==> src/rtl/mem_pkg.sv <==
// Shared encodings for the memory-access stage: op codes, error codes, FSM states.
package mem_pkg;

  localparam logic [1:0] MEM_NONE  = 2'b00;
  localparam logic [1:0] MEM_LOAD  = 2'b01;
  localparam logic [1:0] MEM_STORE = 2'b10;

  localparam logic [1:0] ERR_NONE     = 2'b00;
  localparam logic [1:0] ERR_MISALIGN = 2'b01;
  localparam logic [1:0] ERR_TIMEOUT  = 2'b10;

  typedef enum logic {
    ST_IDLE   = 1'b0,
    ST_ACCESS = 1'b1
  } mem_state_e;

  // Op code 11 is reserved and behaves like a non-memory op.
  function automatic logic is_mem_op(input logic [1:0] op);
    return (op == MEM_LOAD) || (op == MEM_STORE);
  endfunction

endpackage

==> src/rtl/mem_stage.sv <==
// Memory-access pipeline stage: word loads/stores over a req/ack data-memory port,
// registered writeback bundle, upstream stall while an access is outstanding.
module mem_stage
  import mem_pkg::*;
#(
  parameter int DATA_W  = 32,
  parameter int TIMEOUT = 255
) (
  input  logic              clk,
  input  logic              reset,
  input  logic              in_valid,
  input  logic [DATA_W-1:0] ex_result,
  input  logic [DATA_W-1:0] store_data,
  input  logic [1:0]        mem_op,
  input  logic [4:0]        rd,
  input  logic              reg_write,
  output logic              stall,
  output logic              dmem_req,
  output logic              dmem_we,
  output logic [DATA_W-1:0] dmem_addr,
  output logic [DATA_W-1:0] dmem_wdata,
  input  logic [DATA_W-1:0] dmem_rdata,
  input  logic              dmem_ack,
  output logic              wb_valid,
  output logic              wb_we,
  output logic [4:0]        wb_rd,
  output logic [DATA_W-1:0] wb_data,
  output logic [1:0]        err,
  output mem_state_e        dbg_state
);

  // Handshake: dmem_req rises with address/data/we and all of them stay
  // stable until the cycle dmem_ack is sampled high; that cycle completes the
  // access. Upstream may change its bundle only in cycles where stall is 0.

  localparam int CNT_W = 10;
  localparam logic [CNT_W-1:0] CNT_LAST = CNT_W'(TIMEOUT - 1);

  mem_state_e        state_q, state_d;
  logic [CNT_W-1:0]  cnt_q, cnt_d;
  logic [4:0]        rd_lat_q, rd_lat_d;
  logic              rw_lat_q, rw_lat_d;
  logic              dmem_req_q, dmem_req_d;
  logic              dmem_we_q, dmem_we_d;
  logic [DATA_W-1:0] dmem_addr_q, dmem_addr_d;
  logic [DATA_W-1:0] dmem_wdata_q, dmem_wdata_d;
  logic              wb_valid_q, wb_valid_d;
  logic              wb_we_q, wb_we_d;
  logic [4:0]        wb_rd_q, wb_rd_d;
  logic [DATA_W-1:0] wb_data_q, wb_data_d;
  logic [1:0]        err_q, err_d;

  always_comb begin
    state_d      = state_q;
    cnt_d        = cnt_q;
    rd_lat_d     = rd_lat_q;
    rw_lat_d     = rw_lat_q;
    dmem_req_d   = dmem_req_q;
    dmem_we_d    = dmem_we_q;
    dmem_addr_d  = dmem_addr_q;
    dmem_wdata_d = dmem_wdata_q;
    wb_valid_d   = 1'b0;
    wb_we_d      = 1'b0;
    wb_rd_d      = wb_rd_q;
    wb_data_d    = wb_data_q;
    err_d        = ERR_NONE;

    case (state_q)
      ST_IDLE: begin
        if (in_valid) begin
          if (!is_mem_op(mem_op)) begin
            wb_valid_d = 1'b1;
            wb_we_d    = reg_write;
            wb_rd_d    = rd;
            wb_data_d  = ex_result;
          end else if (ex_result[1:0] != 2'b00) begin
            wb_valid_d = 1'b1;
            wb_rd_d    = rd;
            wb_data_d  = '0;
            err_d      = ERR_MISALIGN;
          end else begin
            // dmem_we_q doubles as the latched op for the whole access.
            state_d      = ST_ACCESS;
            cnt_d        = '0;
            rd_lat_d     = rd;
            rw_lat_d     = reg_write;
            dmem_req_d   = 1'b1;
            dmem_we_d    = (mem_op == MEM_STORE);
            dmem_addr_d  = ex_result;
            dmem_wdata_d = store_data;
          end
        end
      end

      ST_ACCESS: begin
        // Ack is checked first so a response in the last allowed cycle still completes.
        if (dmem_ack) begin
          state_d    = ST_IDLE;
          dmem_req_d = 1'b0;
          dmem_we_d  = 1'b0;
          wb_valid_d = 1'b1;
          wb_rd_d    = rd_lat_q;
          if (dmem_we_q) begin
            wb_we_d   = 1'b0;
            wb_data_d = '0;
          end else begin
            wb_we_d   = rw_lat_q;
            wb_data_d = dmem_rdata;
          end
        end else if (cnt_q == CNT_LAST) begin
          state_d    = ST_IDLE;
          dmem_req_d = 1'b0;
          dmem_we_d  = 1'b0;
          wb_valid_d = 1'b1;
          wb_rd_d    = rd_lat_q;
          wb_data_d  = '0;
          err_d      = ERR_TIMEOUT;
        end else begin
          cnt_d = cnt_q + 1'b1;
        end
      end

      default: state_d = ST_IDLE;
    endcase
  end

  always_ff @(posedge clk or negedge reset) begin
    if (!reset) begin
      state_q      <= ST_IDLE;
      cnt_q        <= '0;
      rd_lat_q     <= '0;
      rw_lat_q     <= 1'b0;
      dmem_req_q   <= 1'b0;
      dmem_we_q    <= 1'b0;
      dmem_addr_q  <= '0;
      dmem_wdata_q <= '0;
      wb_valid_q   <= 1'b0;
      wb_we_q      <= 1'b0;
      wb_rd_q      <= '0;
      wb_data_q    <= '0;
      err_q        <= ERR_NONE;
    end else begin
      state_q      <= state_d;
      cnt_q        <= cnt_d;
      rd_lat_q     <= rd_lat_d;
      rw_lat_q     <= rw_lat_d;
      dmem_req_q   <= dmem_req_d;
      dmem_we_q    <= dmem_we_d;
      dmem_addr_q  <= dmem_addr_d;
      dmem_wdata_q <= dmem_wdata_d;
      wb_valid_q   <= wb_valid_d;
      wb_we_q      <= wb_we_d;
      wb_rd_q      <= wb_rd_d;
      wb_data_q    <= wb_data_d;
      err_q        <= err_d;
    end
  end

  assign stall      = (state_q == ST_ACCESS);
  assign dmem_req   = dmem_req_q;
  assign dmem_we    = dmem_we_q;
  assign dmem_addr  = dmem_addr_q;
  assign dmem_wdata = dmem_wdata_q;
  assign wb_valid   = wb_valid_q;
  assign wb_we      = wb_we_q;
  assign wb_rd      = wb_rd_q;
  assign wb_data    = wb_data_q;
  assign err        = err_q;
  assign dbg_state  = state_q;

endmodule

==> config.mk <==
export PLATFORM = sky130hd
export DESIGN_NAME = mem_stage
export DESIGN_NICKNAME = d
export VERILOG_FILES = /design/src/rtl/mem_pkg.sv /design/src/rtl/mem_stage.sv
export SDC_FILE = /design/constraint.sdc
export NUM_CORES = 1
export LEC_CHECK = 0
export CELL_PAD_IN_SITES_DETAIL_PLACEMENT = 2
export CELL_PAD_IN_SITES_GLOBAL_PLACEMENT = 2
export CORE_UTILIZATION = 25
export DETAILED_ROUTE_END_ITERATION = 16
export PLACE_DENSITY_LB_ADDON = 0.1
export SLEW_MARGIN = 30
export SYNTH_ARGS = -nofsm -noshare
export SYNTH_HDL_FRONTEND = slang
export SYNTH_SLANG_ARGS = --single-unit
==> constraint.sdc <==
create_clock -name clk -period 1.9 [get_ports clk]
set_input_delay 0.38 -clock clk [delete_from_list [all_inputs] [get_ports clk]]
set_output_delay 0.38 -clock clk [all_outputs]
set_load 0.02 [all_outputs]
==> key figures <==
Global route
  – Maximum number of pins on one net before global-route repair: 65
  – Overflow left after global routing: 0
  – Vias in the first global route: 4670
  – Wire length of the first global-routing pass: 27.2 mm
  – Overall fraction of global-route tracks in use: 16.7%
  – Antenna violations before repair: 1

Place
  – Weighted congestion at the end of routability-driven global placement: 0.715
  – Post-place instance area: 8000 µm²
  – Post-DP HPWL: 12.9 mm
  – Port Buf Inserts: 216

Final layout
  – Antenna fix cells: 0
  – Most frequent cells in the layout: sky130_fd_sc_hd__clkdlybuf4s50_1 (211), sky130_fd_sc_hd__dfrtp_1 (123), sky130_fd_sc_hd__mux2_2 (73)
  – Net total in the final layout: 718
  – Utilization of the core after routing: 43.0%
  – Most frequent standard cell in the layout excluding fill and tap cells: sky130_fd_sc_hd__clkdlybuf4s50_1
  – Post-route design area: 8810 µm²
  – Syn-to-layout area delta: 66.1%
  – Proportion of layout cells with a drive suffix above 1: 30.5%

Clock tree
  – Worst-path clk slew: 0.06 ns
  – Clock sink count: 124
  – Number of H-tree branching levels: 4
  – Clock latency on the worst-skew pair: 0.41 ns
  – Clk Tree Root Cell: sky130_fd_sc_hd__clkbuf_16
  – Number of buffers created by CTS: 17
  – TritonCTS clock tree: yes
  – Maximum buffer depth of the clock tree: 2

Die
  – Initial core utilization: 25.9%
  – Core Footprint: 20500 µm²
  – Placement row count: 52
  – Floorplan die area: 21800 µm²
  – I/O Pins: 217
  – Width of the chip: 148 µm
  – Die Height: 148 µm

Outcome
  – Result of the run: finished, violations left
  – Violated checks: setup timing

Timing
  – Final setup violating endpoints: 27
  – Shortest period the worst path allows: 1.94 ns
  – Maximum clock skew at final layout: 0.00878 ns
  – Headroom to the max-slew limit: 40.2%
  – Total count of hold-check failures in the final report: 0
  – Part of the cycle the worst path needs: 102%
  – Count of pins over their slew limit: 0
  – Max Fclk: 0.515 GHz
  – Unrepaired setup endpoints after global routing: yes
  – Worst-margin pin slew: 0.896 ns
  – Least setup slack across all paths after layout: -0.0422 ns

Synthesis
  – Average cell area after synthesis: 14.8 µm²
  – Post-Syn Instances: 359
  – Warnings, synthesis: 0
  – Cell area after synthesis: 5300 µm²
  – Number of library cell types mapped by synthesis: 39
  – Flops & latches, synth: 124
  – Seq/Total Area, Yosys: 58.5%
  – Net Count, Synth: 470

Detailed routing
  – First drt pass iteration count: 6
  – Wirelength per Cell: 20.1 µm
  – DRC viols: 0
  – Routed Wire Length: 17.9 mm
  – Vias post-DR: 4007
  – Number of DRC markers in iteration 0: 107
  – Via-to-Cell Ratio: 4.50
  – Antenna violation net count after detailed routing: 0

Worst setup path
  – Critical path required time: 2.19 ns
  – Signal arrival time at the worst endpoint: 2.23 ns
  – Startpoint kind of the worst setup timing path: register
  – Setup Crit Path Kind: reg2reg
  – Critical path peak fanout: 6
  – Crit end category: register

Pwr
  – IR drop worst, VDD: 0.581 mV
  – P per Cell Area: 1160 nW/µm²
  – Static leakage power: 3.85 nW

Job
  – Number of violations of the max-capacitance limit: 0

Worst hold path
  – Worst Hold Class: in2async
sequential cells by signal, indices dropped and copies added (netlist names), 2 cells and up:
name and flops:
rd_lat_q 5, dmem_addr 32, err 2, wb_data 32
wb_rd 5, dmem_wdata 32, cnt_q 10
synthesized netlist by cell type (all sizes together):
| master | count | area share [%] |
|---|---|---|
| nand3 | 8 | 0.76 |
| nor3b | 1 | 0.35 |
| nand2b | 1 | 0.12 |
| nor3 | 2 | 0.28 |
| nor2 | 7 | 0.50 |
| a2111oi | 1 | 0.28 |
| ha | 3 | 0.71 |
| buf | 14 | 2.0 |
| o21ai | 6 | 0.57 |
| or4 | 1 | 0.14 |
| o22ai | 2 | 0.35 |
| nor4 | 1 | 0.12 |
| a31o | 1 | 0.17 |
| nand2 | 7 | 0.50 |
| inv | 6 | 0.42 |
| and2 | 2 | 0.24 |
| nand4b | 1 | 0.17 |
| dfrtp | 124 | 59 |
| a211oi | 1 | 0.14 |
| nor2b | 1 | 0.12 |
| a32o | 1 | 0.19 |
| xnor2 | 4 | 0.66 |
| a31oi | 4 | 0.76 |
| nor4b | 1 | 0.17 |
| mux2 | 110 | 25 |
| clkbuf | 9 | 0.64 |
| o211ai | 1 | 0.14 |
| and3b | 1 | 0.17 |
| and3 | 5 | 0.59 |
| a22o | 32 | 5.3 |
| mux2i | 1 | 0.19 |
worst paths after layout:
kind                       cells after the start                startpoint                          to  slack (ns)
setup reg to reg                               8      cnt_q[0]$_DFFE_PN0P_     wb_data[23]$_DFFE_PN0P_       -0.04
max in group asynchronous                      3                     reset  dmem_wdata[13]$_DFFE_PN0P_        1.00
min in group clk                               1  dmem_addr[1]$_DFFE_PN0P_    dmem_addr[1]$_DFFE_PN0P_        0.49
hold / removal                                 2                     reset   dmem_wdata[0]$_DFFE_PN0P_        0.33
hold reg to reg                                1  dmem_addr[1]$_DFFE_PN0P_    dmem_addr[1]$_DFFE_PN0P_        0.49
setup / recovery                               8      cnt_q[0]$_DFFE_PN0P_     wb_data[23]$_DFFE_PN0P_       -0.04
through the flow:
stage	power (mW)	setup slack, ns	hold slack, ns	setup TNS [ns]	instances
after global placement	6.67	-0.549	0.208	-53.88	850
after floorplan	5.01	0.0117	0.0844	0	359
final	10.2	-0.0422	0.330	-0.723	890
after detailed placement	6.78	-0.618	0.205	-54.85	850
after CTS	10.2	-0.0986	0.321	-1.59	885
after global routing	10.7	-0.126	0.327	-3.25	890
layout make-up:
class | instances | area [µm²]
fill | 2031 | 11700
sequential | 124 | 3100
tap | 270 | 338
inverter | 6 | 22.5
multi-input combinational | 206 | 2140
clock buffer | 21 | 460
timing repair buffer | 252 | 2590
clock inverter | 11 | 143
metal layers:
metal | global-route usage (%) | share of wire, %
met1 | 19.3 | 41
met2 | 28.6 | 50
met3 | 5.86 | 7.7
met4 | 5.57 | 1.5
met5 | 0 | 0.095
what timing repair did:
| action | CTS | global route |
|---|---|---|
| hold buffers | 1 | 0 |
| pin swaps | 2 | 2 |
| endpoints found under the hold margin | 4 | 0 |
| setup endpoints to repair | 73 | 37 |
| cloned | 0 | 3 |
| gates resized for setup | 12 | 21 |
| buffers inserted | 2 | 4 |
worst max-delay path: stages (launching register included):
cell and delay, ns:
sky130_fd_sc_hd__dfrtp_1 0.37, sky130_fd_sc_hd__inv_1 0.06, sky130_fd_sc_hd__ha_2 0.18, sky130_fd_sc_hd__nor3b_4 0.24, sky130_fd_sc_hd__a31oi_4 0.14, sky130_fd_sc_hd__o22ai_4 0.20
sky130_fd_sc_hd__buf_12 0.17, sky130_fd_sc_hd__clkbuf_16 0.16, sky130_fd_sc_hd__mux2_4 0.30
power breakdown:
group	total, mW	internal (mW)	switching [mW]
Combinational	3.29	1.82	1.47
Clock	3.34	2.13	1.22
Sequential	3.55	3.22	0.327
Total	10.2	7.17	3.01
cell families (layout without fill, tap and decap cells):
group	count (synthesis)	count (layout)	synth area share (%)
buffers and inverters	29	290	3.09
xor gates and xnor gates	4	4	0.661
and+or+nand+nor	39	39	4.20
DFF	124	124	58.5
adders and majority gates	3	3	0.708
muxes	111	111	24.9
AOI/OAI and AO/OA	49	49	7.88
(Power assumes the default switching activity.)
